`src/rtl/ky32_demux4x32_buf_if.sv`:
```
// Channel bundle for the buffered 1-to-4 word demux: one producer-facing
// valid/ready input and four consumer-facing valid/ready outputs.
interface ky32_demux4x32_buf_if #(
    parameter int NUM_LANES = 4,
    parameter int VEC_W     = 32
);
    localparam int SEL_W = $clog2(NUM_LANES);

    logic                         in_valid;
    logic                         in_ready;
    logic [SEL_W-1:0]             in_sel;
    logic [VEC_W-1:0]             in_data;
    logic [NUM_LANES-1:0]         out_valid;
    logic [NUM_LANES-1:0]         out_ready;
    logic [NUM_LANES*VEC_W-1:0]   out_data;
    logic [NUM_LANES*2-1:0]       out_count;

    // Producer plus consumers side.
    modport master (
        output in_valid, in_sel, in_data, out_ready,
        input  in_ready, out_valid, out_data, out_count
    );

    // Demux side.
    modport slave (
        input  in_valid, in_sel, in_data, out_ready,
        output in_ready, out_valid, out_data, out_count
    );
endinterface

```
`src/rtl/ky32_demux4x32_buf.sv`:
```
// Buffered 1-to-4 demultiplexer: steers each accepted word into one of four
// independent 2-entry FIFOs, each drained by its own valid/ready channel.
module ky32_demux4x32_buf_lane #(
    parameter int VEC_W = 32
) (
    input  logic             clk,
    input  logic             clrn,
    input  logic             push,
    input  logic             pop,
    input  logic [VEC_W-1:0] wdata,
    output logic             valid,
    output logic             full,
    output logic [VEC_W-1:0] rdata,
    output logic [1:0]       count
);
    logic [1:0][VEC_W-1:0] mem;
    logic                  rptr, wptr;
    logic [1:0]            cnt;

    // Storage is deliberately not reset; only pointers and count define validity.
    always_ff @(posedge clk) begin
        if (push) mem[wptr] <= wdata;
    end

    always_ff @(posedge clk or negedge clrn) begin
        if (!clrn) begin
            rptr <= 1'b0;
            wptr <= 1'b0;
            cnt  <= 2'd0;
        end else begin
            if (push) wptr <= ~wptr;
            if (pop)  rptr <= ~rptr;
            case ({push, pop})
                2'b10:   cnt <= cnt + 2'd1;
                2'b01:   cnt <= cnt - 2'd1;
                default: cnt <= cnt;
            endcase
        end
    end

    assign valid = (cnt != 2'd0);
    assign full  = (cnt == 2'd2);
    assign rdata = mem[rptr];
    assign count = cnt;
endmodule

module ky32_demux4x32_buf #(
    parameter int NUM_LANES = 4,
    parameter int VEC_W     = 32
) (
    input  logic                       clk,
    input  logic                       clrn,
    ky32_demux4x32_buf_if.slave        bus
);
    logic [NUM_LANES-1:0]             push, pop, full, valid;
    logic [NUM_LANES-1:0][VEC_W-1:0]  rdata;
    logic [NUM_LANES-1:0][1:0]        cnt;

    // A full lane still accepts when its head is leaving this same cycle.
    assign bus.in_ready = ~full[bus.in_sel] | bus.out_ready[bus.in_sel];

    for (genvar k = 0; k < NUM_LANES; k++) begin : g_lane
        // in_valid gates first so an undriven in_sel cannot reach lane state.
        assign push[k] = bus.in_valid & bus.in_ready & (bus.in_sel == k);
        assign pop[k]  = valid[k] & bus.out_ready[k];

        ky32_demux4x32_buf_lane #(.VEC_W(VEC_W)) u_lane (
            .clk   (clk),
            .clrn  (clrn),
            .push  (push[k]),
            .pop   (pop[k]),
            .wdata (bus.in_data),
            .valid (valid[k]),
            .full  (full[k]),
            .rdata (rdata[k]),
            .count (cnt[k])
        );
    end

    assign bus.out_valid = valid;
    assign bus.out_data  = rdata;
    assign bus.out_count = cnt;
endmodule

```
`src/flat_wrapper.sv`:
```
// flat-port wrapper written by rule: the top's interface ports become plain ports
module ky32_demux4x32_buf_flat 
#(
    parameter int NUM_LANES = 4,
    parameter int VEC_W     = 32
)
  (clk, clrn, bus_in_valid, bus_in_sel, bus_in_data, bus_out_ready, bus_in_ready, bus_out_valid, bus_out_data, bus_out_count);
  ky32_demux4x32_buf_if #(.NUM_LANES(NUM_LANES), .VEC_W(VEC_W)) bus_i ();
  input  logic clk;
  input  logic clrn;
  input wire logic [$bits(bus_i.in_valid)-1:0] bus_in_valid;
  input wire logic [$bits(bus_i.in_sel)-1:0] bus_in_sel;
  input wire logic [$bits(bus_i.in_data)-1:0] bus_in_data;
  input wire logic [$bits(bus_i.out_ready)-1:0] bus_out_ready;
  output wire logic [$bits(bus_i.in_ready)-1:0] bus_in_ready;
  output wire logic [$bits(bus_i.out_valid)-1:0] bus_out_valid;
  output wire logic [$bits(bus_i.out_data)-1:0] bus_out_data;
  output wire logic [$bits(bus_i.out_count)-1:0] bus_out_count;
  assign bus_i.in_valid = bus_in_valid;
  assign bus_i.in_sel = bus_in_sel;
  assign bus_i.in_data = bus_in_data;
  assign bus_i.out_ready = bus_out_ready;
  assign bus_in_ready = bus_i.in_ready;
  assign bus_out_valid = bus_i.out_valid;
  assign bus_out_data = bus_i.out_data;
  assign bus_out_count = bus_i.out_count;
  ky32_demux4x32_buf #(.NUM_LANES(NUM_LANES), .VEC_W(VEC_W)) u_core (.clk(clk), .clrn(clrn), .bus(bus_i));
endmodule
```
`config.mk`:
```
export PLATFORM = sky130hd
export DESIGN_NAME = ky32_demux4x32_buf_flat
export DESIGN_NICKNAME = d
export VERILOG_FILES = /design/src/rtl/ky32_demux4x32_buf_if.sv /design/src/rtl/ky32_demux4x32_buf.sv /design/src/flat_wrapper.sv
export SDC_FILE = /design/constraint.sdc
export NUM_CORES = 1
export LEC_CHECK = 0
export ABC_CLOCK_PERIOD_IN_PS = 3540
export BUFFER_PORTS_ARGS = -buffer_cell sky130_fd_sc_hd__buf_2
export CAP_MARGIN = 30
export CORE_MARGIN = 1.5
export CORE_UTILIZATION = 53
export CTS_CLUSTER_SIZE = 8
export DETAILED_ROUTE_END_ITERATION = 8
export PLACE_DENSITY = 0.77
export SKIP_CTS_REPAIR_TIMING = 1
export SLEW_MARGIN = 10
export SYNTH_ARGS = -nofsm -noshare
export SYNTH_HDL_FRONTEND = slang
export SYNTH_SLANG_ARGS = --single-unit
```
`constraint.sdc`:
```
create_clock -name clk -period 3.54 [get_ports clk]
set_input_delay 0.708 -clock clk [delete_from_list [all_inputs] [get_ports clk]]
set_output_delay 0.708 -clock clk [all_outputs]
set_load 0.05 [all_outputs]
```
==> impl_summary.md <==
Run status
The flow ran to the end, and the final reports show no timing, DRC or antenna violations.

Place
The count of input and output buffers is around 180. The final estimated routing congestion in global placement is 0.799. The post-DP HPWL is between 10000 and 15000 um. The placement-stage worst setup slack is around 950 ps.

Floorplan
The die covers 19900 um^2. The starting utilization of the core area is 0.540. The number of core rows is 50. 182 I/O pins were placed.

The total area inside the core boundary comes to about 19000 um^2. Measured along the x axis, the die boundary spans 141 um. The floorplan step set the die height to 141 um.

STA
The highest clock rate is 0.342 GHz. The final total negative setup slack is 0 ps. For the finished layout, the period the worst path requires is 2920 ps. The setup slack after layout is a little over 600 ps. The worst-case clock skew is 20.7 ps.

The actual slew at the worst max-slew pin is roughly 1000 ps. The final setup violation count is 0. The final clock period utilization by the worst path is 0.825.

Setup repair after global routing left no endpoint under its margin. The count of pins over their slew limit is 0. The hold violation total from the final report is 0. The worst relative slew slack is 0.345.

CTS
The number of sinks handled by clock tree synthesis is 272. In this run the clock root is driven by a sky130_fd_sc_hd__clkbuf_16. The clock-pin transition on the worst setup and hold timing paths is 50 ps. The number of H-tree levels is 2. The worst-case clock buffer depth is 3. In this run, CTS created clock tree buffers numbering 39. The clock network latency to the later pin of the worst-skew pair is 500 ps.

TritonCTS built the clock tree.

Setup path
In this run the worst path has a maximum fanout of 33. On the critical path, the stage with the largest delay is an instance of sky130_fd_sc_hd__dfrtp_2. The type of destination of the critical path is an output port. The number of cell instances on the worst register-to-register path is 4. Data on the critical path is required at its endpoint by 2830 ps. The category of the most critical setup path is register to output port. Traced cell by cell, the critical path runs through mux2_2 -> buf_2. Tracing the worst setup path back leads to its startpoint at u_core.g_lane[0].u_lane.rptr. The beginning of the worst register-to-register path is u_core.g_lane[3].u_lane.count[0]. The arrival time reported for the critical path endpoint is 2210 ps.

The longest individual stage delay on the worst path is between 1000 and 1500 ps. STA classifies the critical path startpoint as a register.

Layout
The sequential cells in the finished layout cover a total of 8090 um^2. Leaving out fill and tap cells, the most frequent cells in the layout are 256 x sky130_fd_sc_hd__edfxtp_1, 181 x sky130_fd_sc_hd__buf_2, 128 x sky130_fd_sc_hd__mux2_2, 41 x sky130_fd_sc_hd__clkbuf_16. At the end of the flow, the number of nets in the layout was 737. The growth of design area from synthesis to finish is 22.9%. Of the cells placed in the final design, the portion with a size suffix greater than 1 is 0.541. The utilization after layout is 0.664. The multi-input combinational cell area is slightly below 2000 um^2. The library cell used most frequently in the layout, excluding fill and tap cells, is sky130_fd_sc_hd__edfxtp_1. Counting the fill cells in the layout gives around 1200.

The repair_antennas step left the layout with diodes totalling 0.

Synth
The post-synthesis register bit count is 272. The proportion of synthesized chip area in sequential cells is 0.801. The Yosys warning count is 0.

The count of mapped cells out of synthesis is 481. The mapped netlist covers 10100 um^2. The share of synthesized area in the top cell type comes to 0.761.

In the post-synthesis netlist, the biggest area contributors are sky130_fd_sc_hd__edfxtp_1 76%, sky130_fd_sc_hd__mux2_2 14%, sky130_fd_sc_hd__dfrtp_1 4.0%. In this run, distinct cell masters in the synthesized netlist total 18. A synthesized cell averages 21.0 um^2. When the netlist entered floorplanning its net count stood at 526. sky130_fd_sc_hd__edfxtp_1 takes more of the synthesized area than any other cell.

Global route
The via count of the first global-routing pass came to 5437. The first-pass GRT wire length is 31300 um. Global routing finished with a remaining overflow of 0. The global-route usage over all layers is 0.212. The number of antenna violations at the first check in global routing is 0.

The pin count of the biggest net entering global routing is 34.

Pwr
For this design the ratio of total power to cell area is 907 nW/um^2. The cell leakage power is 4.49 nW. Across the VDD grid, the largest voltage drop is roughly 860 uV. The power after layout is 11.3 mW.

Routing
In the final routing, the length of wire on met1 measures 8490 um. The number of violations reported at the end of detailed-routing iteration 0 is 347. The DRC violation count after routing is 0. In this run the remaining antenna-violating nets after routing total 0.

Summed over all nets, wire length on met3 after detailed routing comes to approximately 1600 um. The routed design uses 10200 um of met2 wire. The detailed router placed 5084 vias in this run. The total wire length is 20600 um.

Dividing the detail-routed wire length by the instance count gives 22.1 um. Using the TritonRoute via totals, the vias-per-cell ratio works out to 5.45. In this run the top signal layer used is met4. The iteration count of the initial detailed-routing pass is 4.

Job
The max-capacitance violation count is 0.

Hold path
In this run the worst hold path is classified as primary input to asynchronous set/reset pin.
synth_stat cells:
library cell	count
sky130_fd_sc_hd__xor2_1	8
sky130_fd_sc_hd__buf_4	4
sky130_fd_sc_hd__dfrtp_1	16
sky130_fd_sc_hd__or2_1	1
sky130_fd_sc_hd__xnor2_1	12
sky130_fd_sc_hd__nand2b_1	3
sky130_fd_sc_hd__mux2_2	128
sky130_fd_sc_hd__and2_1	4
sky130_fd_sc_hd__o2111ai_1	4
sky130_fd_sc_hd__inv_1	6
sky130_fd_sc_hd__buf_2	12
sky130_fd_sc_hd__mux4_2	2
sky130_fd_sc_hd__edfxtp_1	256
sky130_fd_sc_hd__clkbuf_1	4
sky130_fd_sc_hd__nor2_1	12
sky130_fd_sc_hd__nand2b_4	1
sky130_fd_sc_hd__or2_2	4
sky130_fd_sc_hd__ha_1	4
path summary, 6_finish.rpt:
check / to / slack, ps
setup / recovery: bus_out_data[0] / 620
min in group clk: u_core.g_lane[0].u_lane.mem[39] / 490
setup reg to reg: u_core.g_lane[3].u_lane.mem[12] / 1310
hold reg to reg: u_core.g_lane[2].u_lane.count[1] / 520
max in group asynchronous: u_core.g_lane[3].u_lane.rptr / 3150
hold / removal: u_core.g_lane[1].u_lane.count[1] / 110
where the power goes:
part	total [mW]	internal [mW]	switching, mW
Sequential	4.33	3.84	0.499
Combinational	3.71	1.12	2.59
Clock	3.21	2.04	1.17
Total	11.3	6.99	4.26
state kept, by name, summed over array words and instances, names as in the netlist:
| name | count |
|---|---|
| u_core.g_lane.u_lane.rptr | 4 |
| u_core.g_lane.u_lane.count | 8 |
| u_core.g_lane.u_lane.wptr | 4 |
| u_core.g_lane.u_lane.mem | 256 |
metal layers:
layer  GRT usage  up-vias
li1            -     2274
met1       0.278     2552
met2       0.361      224
met3      0.0469       34
met4      0.0609        0
met5           0        -
layout make-up:
| class | instances | share of cell area |
|---|---|---|
| well taps | 234 | 0.0236 |
| flip-flops and latches | 272 | 0.652 |
| clock buffers | 48 | 0.0848 |
| multi-input cells | 183 | 0.156 |
| inverters | 6 | 0.00181 |
| repair buffers | 190 | 0.0815 |
worst max-delay path, delay by kind of cell, from the launching register on:
kind                   cells  cell delay (ps)
multiplexers               1              460
flip-flops                 1             1010
buffers and inverters      1              220
per-stage QoR:
step,instance area [um^2],hold WS [ps],instances
2_1_floorplan,10100,412,481
3_3_place_gp,11300,503,883
3_5_place_dp,11400,516,885
4_1_cts,12400,127,933
5_1_grt,12400,136,933
6_report,12400,110,933
cell families after synthesis:
group,count (synthesis),synth area share
buffers and inverters,26,0.0126
adders and majority gates,4,0.00496
and+or+nand+nor,25,0.0133
xor gates and xnor gates,20,0.0174
AOI/OAI and AO/OA,4,0.00347
DFF,272,0.801
muxes,130,0.147
No activity file was read; power rests on OpenSTA's default activity.
